File: src/rtl/seq_squarer_pkg.sv
// Shared types and width helpers for the sequential shift-add squarer.
package seq_squarer_pkg;

    typedef enum logic [1:0] {
        IDLE = 2'd0,
        BUSY = 2'd1,
        DONE = 2'd2
    } state_e;

    // The counter only has to reach w-1; guard w<2 so $clog2 never yields 0.
    function automatic int cnt_w(input int w);
        return (w < 2) ? 1 : $clog2(w);
    endfunction

    function automatic int res_w(input int w);
        return 2 * w;
    endfunction

endpackage

File: src/rtl/seq_squarer_dp.sv
// Shift-add datapath: one partial product per clock, multiplicand A, multiplier M, product P.
module seq_squarer_dp
    import seq_squarer_pkg::*;
#(
    parameter int WIDTH = 6
) (
    input  logic                       clk,
    input  logic                       rst,
    input  logic                       load,
    input  logic                       step,
    input  logic [WIDTH-1:0]           opnd,
    output logic [res_w(WIDTH)-1:0]    prod,
    output logic                       last_step
);

    localparam int RW    = res_w(WIDTH);
    localparam int CNT_W = cnt_w(WIDTH);

    logic [RW-1:0]    a_q, a_d;
    logic [WIDTH-1:0] m_q, m_d;
    logic [RW-1:0]    p_q, p_d;
    logic [CNT_W-1:0] cnt_q, cnt_d;

    always_comb begin
        a_d   = a_q;
        m_d   = m_q;
        p_d   = p_q;
        cnt_d = cnt_q;
        if (load) begin
            a_d   = {{WIDTH{1'b0}}, opnd};
            m_d   = opnd;
            p_d   = '0;
            cnt_d = '0;
        end else if (step) begin
            if (m_q[0]) p_d = p_q + a_q;
            a_d   = a_q << 1;
            m_d   = m_q >> 1;
            cnt_d = cnt_q + CNT_W'(1);
        end
    end

    always_ff @(posedge clk) begin
        if (rst) begin
            a_q   <= '0;
            m_q   <= '0;
            p_q   <= '0;
            cnt_q <= '0;
        end else begin
            a_q   <= a_d;
            m_q   <= m_d;
            p_q   <= p_d;
            cnt_q <= cnt_d;
        end
    end

    assign prod      = p_q;
    assign last_step = step && (cnt_q == CNT_W'(WIDTH - 1));

endmodule

File: src/rtl/seq_squarer.sv
// Multi-cycle unsigned squarer with valid/ready handshake on both sides.
// Define SEQ_SQUARER_SIGNED_EN to treat in_data as two's complement and square its magnitude.
module seq_squarer
    import seq_squarer_pkg::*;
#(
    parameter int WIDTH = 6
) (
    input  logic                   clk,
    input  logic                   rst,
    input  logic                   in_valid,
    output logic                   in_ready,
    input  logic [WIDTH-1:0]       in_data,
    output logic                   out_valid,
    input  logic                   out_ready,
    output logic [2*WIDTH-1:0]     out_data
);

    if (WIDTH < 2) begin : g_width_chk
        $error("seq_squarer: WIDTH must be >= 2");
    end

    state_e           state_q, state_d;
    logic             out_valid_q, out_valid_d;
    logic             accept;
    logic             last_step;
    logic [WIDTH-1:0] operand;

`ifdef SEQ_SQUARER_SIGNED_EN
    // -2^(W-1) negates to itself, which read unsigned is exactly its magnitude.
    assign operand = in_data[WIDTH-1] ? (~in_data + WIDTH'(1)) : in_data;
`else
    assign operand = in_data;
`endif

    assign in_ready = (state_q == IDLE) || ((state_q == DONE) && out_ready);
    assign accept   = in_valid && in_ready;

    always_comb begin
        state_d = state_q;
        case (state_q)
            IDLE: if (accept) state_d = BUSY;
            BUSY: if (last_step) state_d = DONE;
            DONE: if (out_ready) state_d = accept ? BUSY : IDLE;
            default: state_d = IDLE;
        endcase
        out_valid_d = (state_d == DONE);
    end

    always_ff @(posedge clk) begin
        if (rst) begin
            state_q     <= IDLE;
            out_valid_q <= 1'b0;
        end else begin
            state_q     <= state_d;
            out_valid_q <= out_valid_d;
        end
    end

    seq_squarer_dp #(.WIDTH(WIDTH)) u_dp (
        .clk       (clk),
        .rst       (rst),
        .load      (accept),
        .step      (state_q == BUSY),
        .opnd      (operand),
        .prod      (out_data),
        .last_step (last_step)
    );

    assign out_valid = out_valid_q;

endmodule
File: config.mk
export PLATFORM = sky130hd
export DESIGN_NAME = seq_squarer
export DESIGN_NICKNAME = d
export VERILOG_FILES = /design/src/rtl/seq_squarer_pkg.sv /design/src/rtl/seq_squarer_dp.sv /design/src/rtl/seq_squarer.sv
export SDC_FILE = /design/constraint.sdc
export NUM_CORES = 1
export LEC_CHECK = 0
export ABC_AREA = 0
export ABC_CLOCK_PERIOD_IN_PS = 4440
export CAP_MARGIN = 20
export CORE_UTILIZATION = 30
export DETAILED_ROUTE_END_ITERATION = 16
export HOLD_SLACK_MARGIN = 0.02
export PLACE_DENSITY = 0.5
export SYNTH_ARGS = -nofsm -noshare
export SYNTH_HDL_FRONTEND = slang
export SYNTH_HIERARCHICAL = 1
export SYNTH_SLANG_ARGS = --single-unit
File: constraint.sdc
create_clock -name clk -period 4.44 [get_ports clk]
set_clock_uncertainty 0.2 [all_clocks]
set_input_delay 0.666 -clock clk [delete_from_list [all_inputs] [get_ports clk]]
set_output_delay 0.666 -clock clk [all_outputs]
set_load 0.05 [all_outputs]
==> results of run 1 <==
[per-stage QoR]
step / power [uW] / worst slack (ps) / util [%]
detailed placement: 434 / 1400 / 35.5
finish: 660 / 1400 / 36.9
CTS: 672 / 1400 / 36.9
global placement: 434 / 1400 / 35.5
global route: 698 / 1360 / 36.9
floorplan: 413 / 2010 / -
[registers in the layout (all words and copies together), names as in the netlist]
register    flops
out_valid       1
state_q         2
u_dp/a_q       12
u_dp/cnt_q      3
u_dp/m_q        6
u_dp/prod      12
[cells by family (layout without fill, tap and decap cells)]
group                      after synthesis  count (layout)  synth area share [%]
buffers and inverters                   19              41                  4.28
adders and majority gates               14              14                  9.33
and+or+nand+nor                         70              70                  17.8
AOI/OAI and AO/OA                       55              55                  18.6
DFF                                     36              36                  36.8
muxes                                   17              17                  9.20
xor gates and xnor gates                 9               9                  4.03
[worst paths after layout]
check / startpoint / to / slack (ps)
max: out_ready / in_ready / 1400
max reg2reg: u_dp/prod[0] / u_dp/prod[10] / 2050
min reg2reg: u_dp/prod[5] / u_dp/prod[5] / 290
min: u_dp/prod[5] / u_dp/prod[5] / 290
[cells in the final DEF (no fill, tap or decap), types with 2 or more instances in the layout]
master / Yosys / routed
dfxtp_1: 36 / 36
nor2_1: 24 / 24
clkdlybuf4s50_1: 0 / 23
a21oi_1: 22 / 22
nand2_1: 18 / 18
ha_1: 13 / 13
nand3_1: 10 / 10
inv_1: 9 / 9
mux2i_1: 9 / 9
o21a_1: 9 / 9
mux2_2: 8 / 8
clkbuf_8: 0 / 5
a21o_1: 5 / 5
xnor2_1: 5 / 5
o21ai_0: 4 / 4
xor2_1: 4 / 4
and3_1: 2 / 2
and2_1: 2 / 2
clkinv_2: 0 / 2
a211oi_1: 2 / 2
nor3b_1: 2 / 2
a31oi_1: 2 / 2
nor4_1: 2 / 2
[layer usage]
layer	global-route usage, %	vias to the layer above
li1	-	825
met1	18.2	673
met2	22.0	25
met3	2.95	8
met4	5.69	0
met5	0	-
[worst max-delay path, cell delays in order]
cell and delay, ps:
clkdlybuf4s50_1 440, nand2b_2 140, and2_1 130, clkdlybuf4s50_1 790
[where the power goes]
| part | internal, uW | switching, uW | leakage [uW] |
|---|---|---|---|
| registers | 334 | 8.65 | 0.000293 |
| clock network | 109 | 125 | 0.0000479 |
| logic | 39.3 | 43.2 | 0.000620 |
[final cells by class]
cell class | instances | area, um2
multi-input combinational | 165 | 1150
tap | 77 | 96.3
fill | 667 | 3980
clock inverter | 3 | 18.8
inverter | 9 | 33.8
clock buffer | 5 | 68.8
timing repair buffer | 24 | 238
sequential | 36 | 721
==> results.cfg, run 1 <==
[status]
status = complete, no violations

[synthesis]
synth_warnings = 6
ys_async_sr_fraction_pct = 0
syn_area_mm2 = 0.00196
avgSynthCellArea_um2 = 8.90
yosysMostFrequentCell = dfxtp_1
synthTopCellsByCount = dfxtp_1 (36), nor2_1 (24), a21oi_1 (22), nand2_1 (18), ha_1 (13)
ys_ff_latch = 36
netlist.area_leader.share_pct = 36.8
synthesis.nets = 244
synth_flop_cell = dfxtp_1
yosysUniqueCellTypes = 46
synth_cells = 220
ys_top_cells_by_area = dfxtp_1 (37%), ha_1 (8.3%), a21oi_1 (5.6%)
ys_seq_area_share_pct = 36.8
synth_edf_count = 0
yosys.area.top_type = dfxtp_1

[die]
num_rows = 29
io_pins = 24
die_w_um = 82.8
die_h_um = 82.8
dieArea_mm2 = 0.00685
core-area_mm2 = 0.00631
initial_core_util_pct = 31.0

[critical_path]
cp-start-kind = primary input
critPathMaxFanout = 4
worstRegToRegCells = 8
cp.arrival_ps = 2170
crit_path_end_kind = output port
cp.required_ps = 3570
path_class = primary input to output port

[detailed_routing]
drt-initial-drc-count = 71
routedWlPerCell_um = 12.7
drc = 0
via_per_inst = 4.80
highest_layer = met4
vias = 1531
ant_nets = 0
wl_um = 4060
drt-met1-wl_um = 2120
wl_met3_um = 126
first_pass_iters = 4
wl_met2_um = 1740

[final_layout]
antenna_cells = 0
final_area_mm2 = 0.00233
nNetsFinal = 265
areaGrowthSynthToFinish_pct = 19.0
final_cells = 319
drive_gt1_share_pct = 9.92

[min_path]
hold_depth = 2
hold_path_class = flop to flop

[sta]
relSlewSlack_pct = 52.3
holdWs_ps = 288
layout_worst_path_cycle_share_pct = 68.4
finalSetupViolCount = 0
tightest_slew_ps = 716
fin_crit_ps = 3040
hold_viol_final = 0
report.final.slew_viol_count = 0
fin_tns_setup_ps = 0
rsz0062_at_grt = no
fmax_ghz = 0.329

[job]
drv_cap = 0

[clock_network]
cts_resized = 0
cts_tree = yes
clk_latency_ps = 290
h-tree-depth = 2
cts_setup_buffers = 0
clk_pin_slew_ps = 80
cts_root_buf = clkbuf_8
cts_buffers = 5
cts_hold_buffers = 0
cts.sinks = 36
clockBufferDepth = 2

[global_route]
overflow = 0
grt_start_max_net_pins = 27
grt_pass1_vias = 1553
gr-usage-all-layers_pct = 13.9
grt_pass1_wl_um = 7120
antenna_found_initial = 0

[pwr]
vdd_drop_max_v = 0.000176
p_leak_uw = 0.000961
powerDensity_mw_per_mm2 = 283

[placement]
port-buffer-count = 23
dp.cells = 311
dp_hpwl_um = 2910
placed_cell_area_mm2 = 0.00224
place_congestion = 0.726
Note: power is estimated with default switching activity, not from simulation.
==> run 2: changes to the inputs <==
ABC_CLOCK_PERIOD_IN_PS = 3030   (was 4440)
clock period = 3.03 ns   (was 4.44 ns; I/O delays follow)
==> run 2 against run 1 <==
Critical path depth unchanged. Combinational power increased by 50%. Wire length increased by 0.17%. Design area increased by 1.8%. First-iteration DRC count increased by 4.2%. Critical endpoint unchanged. Largest cell class unchanged. Largest power group unchanged. Highest routed layer unchanged.
==> results.cfg, run 2 (synthesis results as in run 1) <==
[global_route]
antenna_found_initial = 0
grt_pass1_vias = 1564
grt_pass1_wl_um = 7040
overflow = 0
grt_start_max_net_pins = 21
gr-usage-all-layers_pct = 13.8

[detailed_routing]
drt-initial-drc-count = 74
wl_um = 4070
vias = 1560
via_per_inst = 4.84
routedWlPerCell_um = 12.6
drc = 0
ant_nets = 0
first_pass_iters = 4

[clock_network]
cts_buffers = 5
clk_latency_ps = 290
cts_root_buf = clkbuf_8
cts.sinks = 36
cts_resized = 0
h-tree-depth = 2
clk_pin_slew_ps = 70
cts_hold_buffers = 0
cts_setup_buffers = 0
clockBufferDepth = 2
cts_tree = yes

[die]
dieArea_mm2 = 0.00685
num_rows = 29
core-area_mm2 = 0.00631
io_pins = 24
die_w_um = 82.8
initial_core_util_pct = 31.0
die_h_um = 82.8

[critical_path]
cp-start-kind = primary input
critPathMaxFanout = 4
worstRegToRegCells = 8
r2r_slack_ps = 660
reg2reg_to = u_dp/prod[10]
crit_path_end_kind = output port
cp.arrival_ps = 1960
cp.required_ps = 2380
path_class = primary input to output port
r2r-start = u_dp/prod[0]

[sta]
relSlewSlack_pct = 66.7
setup_ws_ps = 419
report.final.slew_viol_count = 0
finalSetupViolCount = 0
tightest_slew_ps = 498
layout_worst_path_cycle_share_pct = 86.2
fmax_ghz = 0.383
hold_viol_final = 0
rsz0062_at_grt = no
fin_tns_setup_ps = 0
fin_crit_ps = 2610

[placement]
dp.cells = 314
dp_slack_ps = 425
place_congestion = 0.729
port-buffer-count = 23
dp_hpwl_um = 2990
placed_cell_area_mm2 = 0.00226

[final_layout]
multiInputGateArea_mm2 = 0.00115
areaGrowthSynthToFinish_pct = 21.2
final_area_mm2 = 0.00237
layout_common_cells = dfxtp_1 (36), nor2_1 (24), clkdlybuf4s50_1 (23), a21oi_1 (22), nand2_1 (18)
seq_area_um2 = 721
final_cells = 322
drive_gt1_share_pct = 10.6
final_common_cell = dfxtp_1
antenna_cells = 0
fillCellCount = 667
nNetsFinal = 268

[pwr]
vdd_drop_max_v = 0.000193
power_frac_seq_pct = 47.9
switching_power_uw = 256
power_uw = 1050
pwr-share-clk_pct = 40.3
switching_share_pct = 24.3
p_leak_uw = 0.000982
comb_power_share_pct = 11.8
powerDensity_mw_per_mm2 = 443
p_int_uw = 795

[min_path]
hold_end = u_dp/prod[0]
hold_path_class = flop to flop
hold_depth = 2
hold_path_startpoint = u_dp/prod[0]

[job]
drv_cap = 0

[status]
status = complete, no violations
## run 2: final cells by class
| class | instances | share of cell area, % |
|---|---|---|
| clock inverter | 2 | 1.48 |
| sequential | 36 | 30.4 |
| timing repair buffer | 27 | 11.0 |
| multi-input combinational | 165 | 48.6 |
| clock buffer | 6 | 3.06 |
| inverter | 9 | 1.42 |
| tap | 77 | 4.06 |
## run 2: layer usage
metal | GRT usage (%) | vias to the layer above | wire length [um]
met5 | 0 | - | 0
met4 | 6.21 | 0 | 71
met3 | 3.50 | 7 | 109
met2 | 22.5 | 19 | 1790
met1 | 17.0 | 702 | 2090
li1 | - | 832 | -
## run 2: worst max-delay path by stage
stage	from	end	slack, ps	cells past startpoint
final	out_ready	in_ready	420	4
after global routing	out_ready	in_ready	360	4
after CTS	out_ready	in_ready	420	4
after detailed placement	out_ready	in_ready	420	4
after global placement	out_ready	in_ready	420	4
after floorplan	u_dp/prod[0]	u_dp/prod[10]	600	8
## run 2: power by group through the flow
| stage | sequential (uW) | combinational (uW) | clock, uW |
|---|---|---|---|
| after detailed placement | 514 | 125 | 0 |
| final | 503 | 124 | 423 |
| after floorplan | 512 | 92.9 | 0 |
| after global routing | 505 | 138 | 458 |
| after global placement | 514 | 124 | 0 |
| after CTS | 503 | 126 | 437 |
## run 2: worst max-delay path, stage by stage
cell,delay [ps]
clkdlybuf4s50_1,440
nand2b_2,140
and2_1,130
clkdlybuf4s50_1,790
## run 2: metrics by stage
step	hold WS, ps	utilization [%]
finish	280	37.6
global route	313	37.6
CTS	286	37.6
detailed placement	275	35.9
global placement	271	35.9
floorplan	271	-
==> run 3: changes to the inputs <==
--- a/config.mk
+++ b/config.mk
@@ -6,5 +6,4 @@
 export NUM_CORES = 1
 export LEC_CHECK = 0
-export ABC_AREA = 0
 export ABC_CLOCK_PERIOD_IN_PS = 3030
 export CAP_MARGIN = 20
--- a/constraint.sdc
+++ b/constraint.sdc
@@ -3,3 +3,3 @@
 set_input_delay 0.4545 -clock clk [delete_from_list [all_inputs] [get_ports clk]]
 set_output_delay 0.4545 -clock clk [all_outputs]
-set_load 0.05 [all_outputs]
+set_load 0.01 [all_outputs]
==> run 3 against run 2 <==
Worst setup slack better by 250 ps. Design area down 0.32%. Critical endpoint is now u_dp/prod[10]. Sequential cell count unchanged. Highest routed layer unchanged. Register-to-register slack about the same. Wire length up 2.4%.
==> results.cfg, run 3 (synthesis results as in run 1) <==
[final_layout]
nNetsFinal = 267
final_common_cell = dfxtp_1
layout_common_cells = dfxtp_1 (36), nor2_1 (24), clkdlybuf4s50_1 (23), a21oi_1 (22), nand2_1 (18)
utilization_pct = 37.5
areaGrowthSynthToFinish_pct = 20.8
antenna_cells = 0
drive_gt1_share_pct = 10.2

[critical_path]
cp.arrival_ps = 2310
path_class = flop to flop
cp.required_ps = 2980
crit_path_end_kind = flop
reg2reg_to = u_dp/prod[10]
r2r-start = u_dp/prod[0]
worstRegToRegCells = 8
critPathMaxFanout = 3
cp-start-kind = flop
r2r_slack_ps = 670

[clock_network]
cts_buffers = 5
cts_resized = 0
h-tree-depth = 2
cts_setup_buffers = 0
clk_latency_ps = 290
cts.sinks = 36
clk_pin_slew_ps = 80
cts_root_buf = clkbuf_8
clockBufferDepth = 2
cts_hold_buffers = 0
cts_tree = yes

[detailed_routing]
wl_met2_um = 1780
highest_layer = met4
wl_um = 4160
vias = 1573
via_per_inst = 4.90
drt-initial-drc-count = 66
first_pass_iters = 4
ant_nets = 0
wl_met3_um = 149
drt-met1-wl_um = 2190
drc = 0
routedWlPerCell_um = 13.0

[die]
die_h_um = 82.8
die_w_um = 82.8
core-area_mm2 = 0.00631
num_rows = 29
dieArea_mm2 = 0.00685
io_pins = 24
initial_core_util_pct = 31.0

[min_path]
hold_path_startpoint = u_dp/prod[11]
hold_depth = 2
hold_path_class = flop to flop
hold_end = u_dp/prod[11]

[sta]
relSlewSlack_pct = 67.7
hold_viol_final = 0
layout_worst_path_cycle_share_pct = 77.9
finalSetupViolCount = 0
fmax_ghz = 0.423
report.final.slew_viol_count = 0
rsz0062_at_grt = no
fin_crit_ps = 2360
tightest_slew_ps = 483
fin_tns_setup_ps = 0

[pwr]
vdd_drop_max_v = 0.000168
p_leak_uw = 0.000977
powerDensity_mw_per_mm2 = 441

[status]
status = complete, no violations

[global_route]
grt_start_max_net_pins = 21
antenna_found_initial = 0
gr-usage-all-layers_pct = 13.6
grt_pass1_vias = 1474
grt_pass1_wl_um = 6910
overflow = 0

[placement]
dp_hpwl_um = 2970
port-buffer-count = 23
place_congestion = 0.761

[job]
drv_cap = 0
## run 3: worst max path at each step
stage                 start            end  slack [ps]  cells after the start
5_1_grt        u_dp/prod[0]  u_dp/prod[10]         520                      8
4_1_cts        u_dp/prod[0]  u_dp/prod[10]         660                      8
6_report       u_dp/prod[0]  u_dp/prod[10]         670                      8
3_3_place_gp      out_ready  u_dp/prod[10]         610                      6
2_1_floorplan  u_dp/prod[0]  u_dp/prod[10]         820                      8
3_5_place_dp      out_ready  u_dp/prod[10]         580                      6
## run 3: area by class of cell
| class | count | area (um2) |
|---|---|---|
| multi-input combinational | 165 | 1150 |
| sequential | 36 | 721 |
| inverter | 9 | 33.8 |
| clock inverter | 2 | 35.0 |
| tap | 77 | 96.3 |
| clock buffer | 6 | 72.6 |
| fill | 667 | 3950 |
| timing repair buffer | 26 | 253 |
## run 3: through the flow
stage	setup slack (ps)	power, uW	hold slack, ps	instance area, um2	std cells
floorplan	816	600	271	1960	220
global placement	607	633	266	2260	313
detailed placement	584	634	273	2260	313
CTS	662	1060	282	2360	321
global route	520	1100	314	2360	321
finish	668	1040	278	2360	321
## run 3: worst max-delay path: stages (launching register included)
cell      delay [ps]
dfxtp_1          330
ha_1             220
fa_1             410
a21o_1           190
a21oi_1          270
a21oi_1          160
nand3_1          120
mux2i_1          180
o311ai_0         150
## run 3: routing by layer
layer  vias up  global-route usage [%]
li1        824                       -
met1       714                    18.2
met2        29                    20.9
met3         6                    4.26
met4         0                    3.62
met5         -                       0
## run 3: power by group
part / switching, uW / total (uW) / internal [uW]
registers: 12.9 / 503 / 490
logic: 60.0 / 120 / 59.6
clock network: 176 / 421 / 244
